**src/rtl/prog_fetch_ctrl.sv**
```systemverilog
// prog_fetch_ctrl: instruction fetch sequencer with a debug read port.
// Fetches 16-bit words, halts on HALT_OPCODE and grants bounded-wait debug reads.
module prog_fetch_ctrl #(
    parameter logic [15:0] RESET_PC     = 16'h0000,
    parameter logic [15:0] HALT_OPCODE  = 16'hFFFF,
    parameter int          DBG_MAX_WAIT = 4
) (
    input  logic        clk,
    input  logic        rst_n,
    input  logic        start,
    input  logic        stall,
    input  logic        branch_en,
    input  logic [15:0] branch_addr,
    input  logic        dbg_req,
    input  logic [15:0] dbg_addr,
    output logic [15:0] mem_addr,
    input  logic [15:0] mem_data,
    output logic [15:0] instr,
    output logic        instr_valid,
    output logic [15:0] pc,
    output logic        dbg_ack,
    output logic [15:0] dbg_data,
    output logic        halted
);

    localparam int WW = (DBG_MAX_WAIT < 1) ? 1 : $clog2(DBG_MAX_WAIT + 1);
    localparam logic [WW-1:0] WAIT_MAX = WW'(DBG_MAX_WAIT);
    localparam logic [15:0] PC_INIT = RESET_PC & 16'hFFFE;

    typedef enum logic [1:0] {
        S_IDLE,
        S_FETCH,
        S_DBG,
        S_HALT
    } state_t;

    state_t        state_q, state_d;
    state_t        ret_q, ret_d;
    logic [15:0]   pc_q, pc_d;
    logic [15:0]   instr_q, instr_d;
    logic          instr_valid_q, instr_valid_d;
    logic [15:0]   dbg_data_q, dbg_data_d;
    logic          dbg_ack_q, dbg_ack_d;
    logic [WW-1:0] dbg_wait_q, dbg_wait_d;
    logic          pend_q, pend_d;
    logic [15:0]   pend_addr_q, pend_addr_d;

    logic [15:0]   fetch_addr;
    logic          br_any;
    logic [15:0]   br_tgt;
    logic          grant;

    // State register and all registered outputs
    always_ff @(posedge clk or negedge rst_n) begin
        if (!rst_n) begin
            state_q       <= S_IDLE;
            ret_q         <= S_IDLE;
            pc_q          <= PC_INIT;
            instr_q       <= 16'h0000;
            instr_valid_q <= 1'b0;
            dbg_data_q    <= 16'h0000;
            dbg_ack_q     <= 1'b0;
            dbg_wait_q    <= '0;
            pend_q        <= 1'b0;
            pend_addr_q   <= 16'h0000;
        end else begin
            state_q       <= state_d;
            ret_q         <= ret_d;
            pc_q          <= pc_d;
            instr_q       <= instr_d;
            instr_valid_q <= instr_valid_d;
            dbg_data_q    <= dbg_data_d;
            dbg_ack_q     <= dbg_ack_d;
            dbg_wait_q    <= dbg_wait_d;
            pend_q        <= pend_d;
            pend_addr_q   <= pend_addr_d;
        end
    end

    // Branch source and debug grant decision for the FETCH state
    always_comb begin
        fetch_addr = {pc_q[15:1], 1'b0};
        br_any     = branch_en | pend_q;
        br_tgt     = branch_en ? branch_addr : pend_addr_q;
        // A fresh ack blocks the next grant so acks never touch
        grant      = dbg_req && !dbg_ack_q && !br_any &&
                     (stall || (dbg_wait_q == WAIT_MAX));
    end

    // Next-state, datapath updates and memory address selection
    always_comb begin
        state_d       = state_q;
        ret_d         = ret_q;
        pc_d          = pc_q;
        instr_d       = instr_q;
        instr_valid_d = 1'b0;
        dbg_data_d    = dbg_data_q;
        dbg_ack_d     = 1'b0;
        dbg_wait_d    = '0;
        pend_d        = pend_q;
        pend_addr_d   = pend_addr_q;
        mem_addr      = fetch_addr;

        unique case (state_q)
            S_IDLE: begin
                if (start) begin
                    state_d = S_FETCH;
                    pc_d    = PC_INIT;
                end else if (dbg_req && !dbg_ack_q) begin
                    state_d = S_DBG;
                    ret_d   = S_IDLE;
                end
            end
            S_FETCH: begin
                pend_d = 1'b0;
                if (dbg_req && !grant && (dbg_wait_q != WAIT_MAX))
                    dbg_wait_d = dbg_wait_q + WW'(1);
                else if (dbg_req && !grant)
                    dbg_wait_d = dbg_wait_q;
                if (br_any) begin
                    pc_d = br_tgt & 16'hFFFE;
                end else if (grant) begin
                    state_d = S_DBG;
                    ret_d   = S_FETCH;
                end else if (stall) begin
                    pc_d = pc_q;
                end else if (mem_data == HALT_OPCODE) begin
                    instr_d       = HALT_OPCODE;
                    instr_valid_d = 1'b1;
                    state_d       = S_HALT;
                end else begin
                    instr_d       = mem_data;
                    instr_valid_d = 1'b1;
                    pc_d          = fetch_addr + 16'd2;
                end
            end
            S_DBG: begin
                mem_addr   = dbg_addr;
                dbg_data_d = mem_data;
                dbg_ack_d  = 1'b1;
                state_d    = ret_q;
                // Redirects seen while reading are replayed on return
                if (branch_en && (ret_q == S_FETCH)) begin
                    pend_d      = 1'b1;
                    pend_addr_d = branch_addr;
                end
            end
            S_HALT: begin
                if (start) begin
                    state_d = S_FETCH;
                    pc_d    = PC_INIT;
                end else if (dbg_req && !dbg_ack_q) begin
                    state_d = S_DBG;
                    ret_d   = S_HALT;
                end
            end
            default: begin
                state_d = S_IDLE;
            end
        endcase
    end

    assign instr       = instr_q;
    assign instr_valid = instr_valid_q;
    assign pc          = pc_q;
    assign dbg_ack     = dbg_ack_q;
    assign dbg_data    = dbg_data_q;
    assign halted      = (state_q == S_HALT) ||
                         ((state_q == S_DBG) && (ret_q == S_HALT));

endmodule

```
**config.mk**
```make
export PLATFORM = sky130hd
export DESIGN_NAME = prog_fetch_ctrl
export DESIGN_NICKNAME = d
export VERILOG_FILES = /design/src/rtl/prog_fetch_ctrl.sv
export SDC_FILE = /design/constraint.sdc
export NUM_CORES = 1
export LEC_CHECK = 0
export CORE_UTILIZATION = 46
export CTS_CLUSTER_SIZE = 8
export DETAILED_ROUTE_END_ITERATION = 10
export GPL_ROUTABILITY_DRIVEN = 1
export PLACE_DENSITY = 0.8
export SYNTH_ARGS = -nofsm -noshare
export SYNTH_HDL_FRONTEND = slang
export SYNTH_SLANG_ARGS = --single-unit
```
**constraint.sdc**
```tcl
create_clock -name clk -period 2.6 [get_ports clk]
set_clock_uncertainty 0.2 [all_clocks]
set_input_delay 0.52 -clock clk [delete_from_list [all_inputs] [get_ports clk]]
set_output_delay 0.52 -clock clk [all_outputs]
set_load 0.05 [all_outputs]
```
# Word-level counts from Yosys, hierarchy flattened
# Index checks and enable logic that the tools add are counted.
dict set report word_totals {
  ff_bits 74
  latch_bits 0
  mem_bits_rw 0
  mem_bits_ro 0
  input_bits 54
  wordCells 95
  mem_count 0
}
dict set report op_classes {
  addsub 2
  multipliers 0
  div_mod_pow 0
  magnitude_cmp 0
  n_eq_ne 23
  shifts 0
  muxes 33
  bitwise_logic 4
  reduce_logical 23
}
# cell count
set op_table {}
lappend op_table {{16-bit two-way mux} 8}
lappend op_table {{16-bit one-hot mux with 2 select lines} 1}
lappend op_table {{2-bit two-way mux} 12}
lappend op_table {{3-bit inequality test (second input constant)} 7}
lappend op_table {{16-bit by 2-bit adder with 16-bit output (second input constant)} 1}
lappend op_table {{16-bit == test (second input constant)} 1}
lappend op_table {{2-bit inequality test (second input constant)} 7}
lappend op_table {{2-bit one-hot mux with 3 select lines} 2}
lappend op_table {{3-bit two-way mux} 3}
lappend op_table {{4-bit AND reduction} 2}
lappend op_table {{1-bit logical AND} 7}
lappend op_table {{7-bit AND reduction} 1}
lappend op_table {{2-bit == test (second input constant)} 3}
lappend op_table {{1-bit two-way mux} 6}
lappend op_table {{5-bit AND reduction} 1}
lappend op_table {{2-bit by 1-bit == test with 1-bit output (second input constant)} 2}
lappend op_table {{2-bit AND reduction} 2}
lappend op_table {{2-bit nonzero test} 2}
lappend op_table {{3-bit by 1-bit adder with 3-bit output (second input constant)} 1}
lappend op_table {{3-bit == test (second input constant)} 1}
lappend op_table {{1-bit logical NOT} 3}
lappend op_table {{3-bit by 1-bit inequality test with 1-bit output (second input constant)} 1}
lappend op_table {{1-bit inverter} 3}
lappend op_table {{3-bit nonzero test} 1}
lappend op_table {{6 further kinds} 7}

# Depth between registers and ports, before layout
dict set report depth {
  depth_word 9
  mapped_depth 9
}

# Least setup slack after synthesis
# Ideal clock, no wire load.
dict set report synth_timing {
  kind {register to output}
  start {register state_q[0]}
  end {output port mem_addr[12]}
  t_arrival_ps 2227
  required_time_ps 1880
  setup_slack_ps -347
  stages_incl_launch_ff 6
  n_path_buf 2
  cell_sequence {dfrtp_1 -> inv_1 -> ha_1 -> buf_1 -> clkbuf_1 -> o21ai_0}
}
dict set report synth_between {
  elab_chain_len 2
}
# item line_no
set synth_lines {}
lappend synth_lines {{start: declaration} 37} ;# state_t state_q, state_d;
lappend synth_lines {{start signal: assignment} 67} ;# state_q <= state_d;
lappend synth_lines {{2-bit == test} 104} ;# unique case (state_q)
lappend synth_lines {{16-bit two-way mux} 104}
lappend synth_lines {{end: declaration} 16} ;# output logic [15:0] mem_addr,
# No other way between the ends.

# Final worst setup path
dict set report layout_timing {
  start {register state_q[0]}
  end {output port mem_addr[4]}
}
# The elaborated chain is that of the path after synthesis.

==> impl_metrics.json <==
{
  "min_delay_path_depth": 1,
  "grt-ovfl-total": 0,
  "pwr_density_cell_mw_per_mm2": 1523,
  "rows": 32,
  "routedWlPerCell_um": 17.40,
  "design_area_mm2": 0.005436,
  "end_kind": "output pin",
  "route.detailed.drc": 0,
  "maxCapViolCount": 0,
  "numClockSinks": 72,
  "run_status": "finished clean",
  "vias_per_cell": 5.530,
  "fin_tns_setup_ns": 0,
  "insertedDiodeCount": 0,
  "crit_required_ns": 1.88,
  "pwr-share-seq_pct": 24.9,
  "finalHoldViolations": 0,
  "dieArea_mm2": 0.008414,
  "reg2reg_to": "pc[8]",
  "p_int_uw": 4305,
  "tightestPinTransition_ns": 0.5492,
  "cts_buffer_depth": 2,
  "syn_nets": 393,
  "insertion_delay_ns": 0.35,
  "drive_gt1_share_pct": 28.18,
  "syn_inst": 331,
  "dp.cells": 562,
  "num_vias": 3213,
  "die_h_um": 91.73,
  "grt_pass1_wl_um": 16220,
  "whs_ns": 0.2999,
  "synth_cell_type_count": 54,
  "gp_congestion": 0.8750,
  "finalCritPeriodShare_pct": 98.81,
  "slew_headroom_pct": 63.27,
  "io_pins": 121,
  "antenna_found_initial": 0,
  "grt_max_degree": 33,
  "hold_end": "pend_addr_q[6]",
  "synth_top_flop_cell": "dfrtp_1",
  "r2r-start": "dbg_wait_q[0]",
  "crit_type": "flop to output pin",
  "worst_setup_path_start_kind": "flop",
  "root_buffer": "clkbuf_8",
  "coreArea_mm2": 0.007767,
  "critPathMaxFanout": 18,
  "worstHoldStart": "pend_addr_q[6]",
  "drtAntennaViolNets": 0,
  "clk_pin_slew_worst_paths_ns": 0.07,
  "seq_area_frac_synth_pct": 48.65,
  "grt_use_total_pct": 24.99,
  "grt_pass1_vias": 3197,
  "ff2ff_setup_slack_ns": 0.22,
  "initial_core_util_pct": 47.68,
  "p_comb_share_pct": 64.0,
  "drtPass1Iterations": 7,
  "final_cell_count_no_fill": 581,
  "final_common_cell": "clkdlybuf4s50_1",
  "drv_slew": 0,
  "p_leak_uw": 0.002370,
  "hpwl_um": 7391,
  "final_cell_mix": "clkdlybuf4s50_1, dfrtp_1, mux2_2, buf_4, nand2_1",
  "irDropWorstVdd_mv": 0.8281,
  "die_w_um": 91.73,
  "drtIter0Drc": 160,
  "postPlaceCellArea_mm2": 0.005189,
  "synthArstFlopShare_pct": 100.0,
  "ys_warn_count": 0,
  "cts_tree": "built",
  "hold_path.class": "flop to flop",
  "io_buffer_count": 118,
  "area_delta_synth_final_pct": 46.79,
  "cts.htree.levels": 3,
  "synth_area_mm2": 0.003704,
  "final.min_clock_period_ns": 2.569,
  "routed_wl_um": 10110,
  "clock.fmax_mhz": 389.3,
  "final-setup-viol-count": 0,
  "ys_ff_latch": 72,
  "arrival_ns": 1.85,
  "r2r_cells": 8,
  "numCtsBuffers": 9,
  "fill_cells": 562,
  "swShare_pct": 47.99,
  "switchingPower_uw": 3973,
  "clockPowerShare_pct": 11.1,
  "report.power.total_uw": 8279,
  "nets": 536,
  "avgSynthCellArea_um2": 11.19,
  "synth_edf_count": 0
}
==> flip-flops by register name (all words and copies together), names as in the netlist <==
name and count:
dbg_data 16, instr 16, pc 15, pend_addr_q 15, dbg_wait_q 3, ret_q 2, state_q 2, dbg_ack 1
instr_valid 1, pend_q 1
==> power groups by stage <==
stage / Sequential [uW] / Combinational, uW / Clock (uW)
floorplan: 3250 / 2170 / 0
global placement: 2030 / 5120 / 0
detailed placement: 2060 / 5210 / 0
CTS: 2050 / 5250 / 931
global route: 2120 / 5550 / 985
finish: 2060 / 5300 / 918
==> routing by layer <==
layer / up-vias / track usage [%] / share of wire [%]
met5: - / 0 / 0
li1: 1491 / - / -
met1: 1581 / 31.73 / 42
met3: 14 / 4.312 / 5.8
met4: 0 / 9.375 / 1.7
met2: 127 / 42.73 / 51
==> logic make-up after synthesis <==
| family | count (synthesis) | share of synthesized area [%] |
|---|---|---|
| xor gates and xnor gates | 2 | 0.4731 |
| adders and majority gates | 8 | 2.703 |
| muxes | 61 | 19.49 |
| buffers and inverters | 32 | 4.122 |
| DFF | 72 | 48.65 |
| other | 1 | 0.1013 |
| and+or+nand+nor | 78 | 10.24 |
| AOI/OAI and AO/OA | 77 | 14.22 |
==> worst max-delay path, stage by stage, from the launching register on <==
cell     delay, ns
dfrtp_1       0.41
inv_1         0.12
ha_2          0.24
buf_12        0.17
mux2_2        0.37
buf_4         0.19
==> stage by stage <==
step / worst slack, ns / utilization, %
floorplan: -0.3475 / -
CTS: 0.02220 / 69.64
global route: -0.02979 / 69.99
detailed placement: -0.1234 / 66.80
finish: 0.03096 / 69.99
global placement: -0.04686 / 66.80
==> what timing repair did <==
| action | in CTS | in global routing |
|---|---|---|
| setup endpoints to repair | 10 | 11 |
| hold buffers | 1 | 0 |
| buffers inserted | 0 | 2 |
| hold endpoints to repair | 9 | 0 |
| resized for setup | 1 | 3 |
==> worst max-delay path by stage <==
stage                       from  depth (start not counted)           end
floorplan             state_q[0]                          5  mem_addr[12]
global placement       branch_en                          7      ret_q[1]
detailed placement  mem_data[15]                          7    state_q[1]
CTS                   state_q[0]                          5   mem_addr[4]
global route          state_q[0]                          5   mem_addr[4]
finish                state_q[0]                          5   mem_addr[4]
==> final cells by class <==
type	count	area, um2	share of cell area (%)
Clock buffer	11	151.4	2.785
Clock inverter	5	55.05	1.013
Inverter	13	48.80	0.8976
Timing Repair Buffer	151	1500	27.59
Tap cell	102	127.6	2.348
Multi-Input combinational cell	227	1752	32.22
Sequential cell	72	1802	33.14
==> cells in the mapped netlist (2+ instances only) <==
cell type,number,area (um2)
a21oi_1,24,120.1
a222oi_1,2,20.02
a31oi_1,2,12.51
a41o_1,2,20.02
buf_1,3,11.26
buf_2,5,25.02
buf_6,3,33.78
clkbuf_1,7,26.28
dfrtp_1,72,1802
ha_1,8,100.1
inv_1,11,41.29
inv_2,2,7.510
mux2_2,49,551.8
mux2_4,10,150.1
mux2i_1,2,20.02
nand2_1,29,108.9
nand2b_1,4,25.02
nand3_1,6,30.03
nand4_1,6,37.54
nor2_1,17,63.81
nor3_1,2,10.01
nor4_1,3,18.77
o2111ai_1,2,17.52
o211ai_1,2,15.01
o21ai_0,19,95.09
o221ai_1,7,61.31
o22a_1,4,35.03
o32a_1,2,20.02
Note: power is estimated with default switching activity, not from simulation.
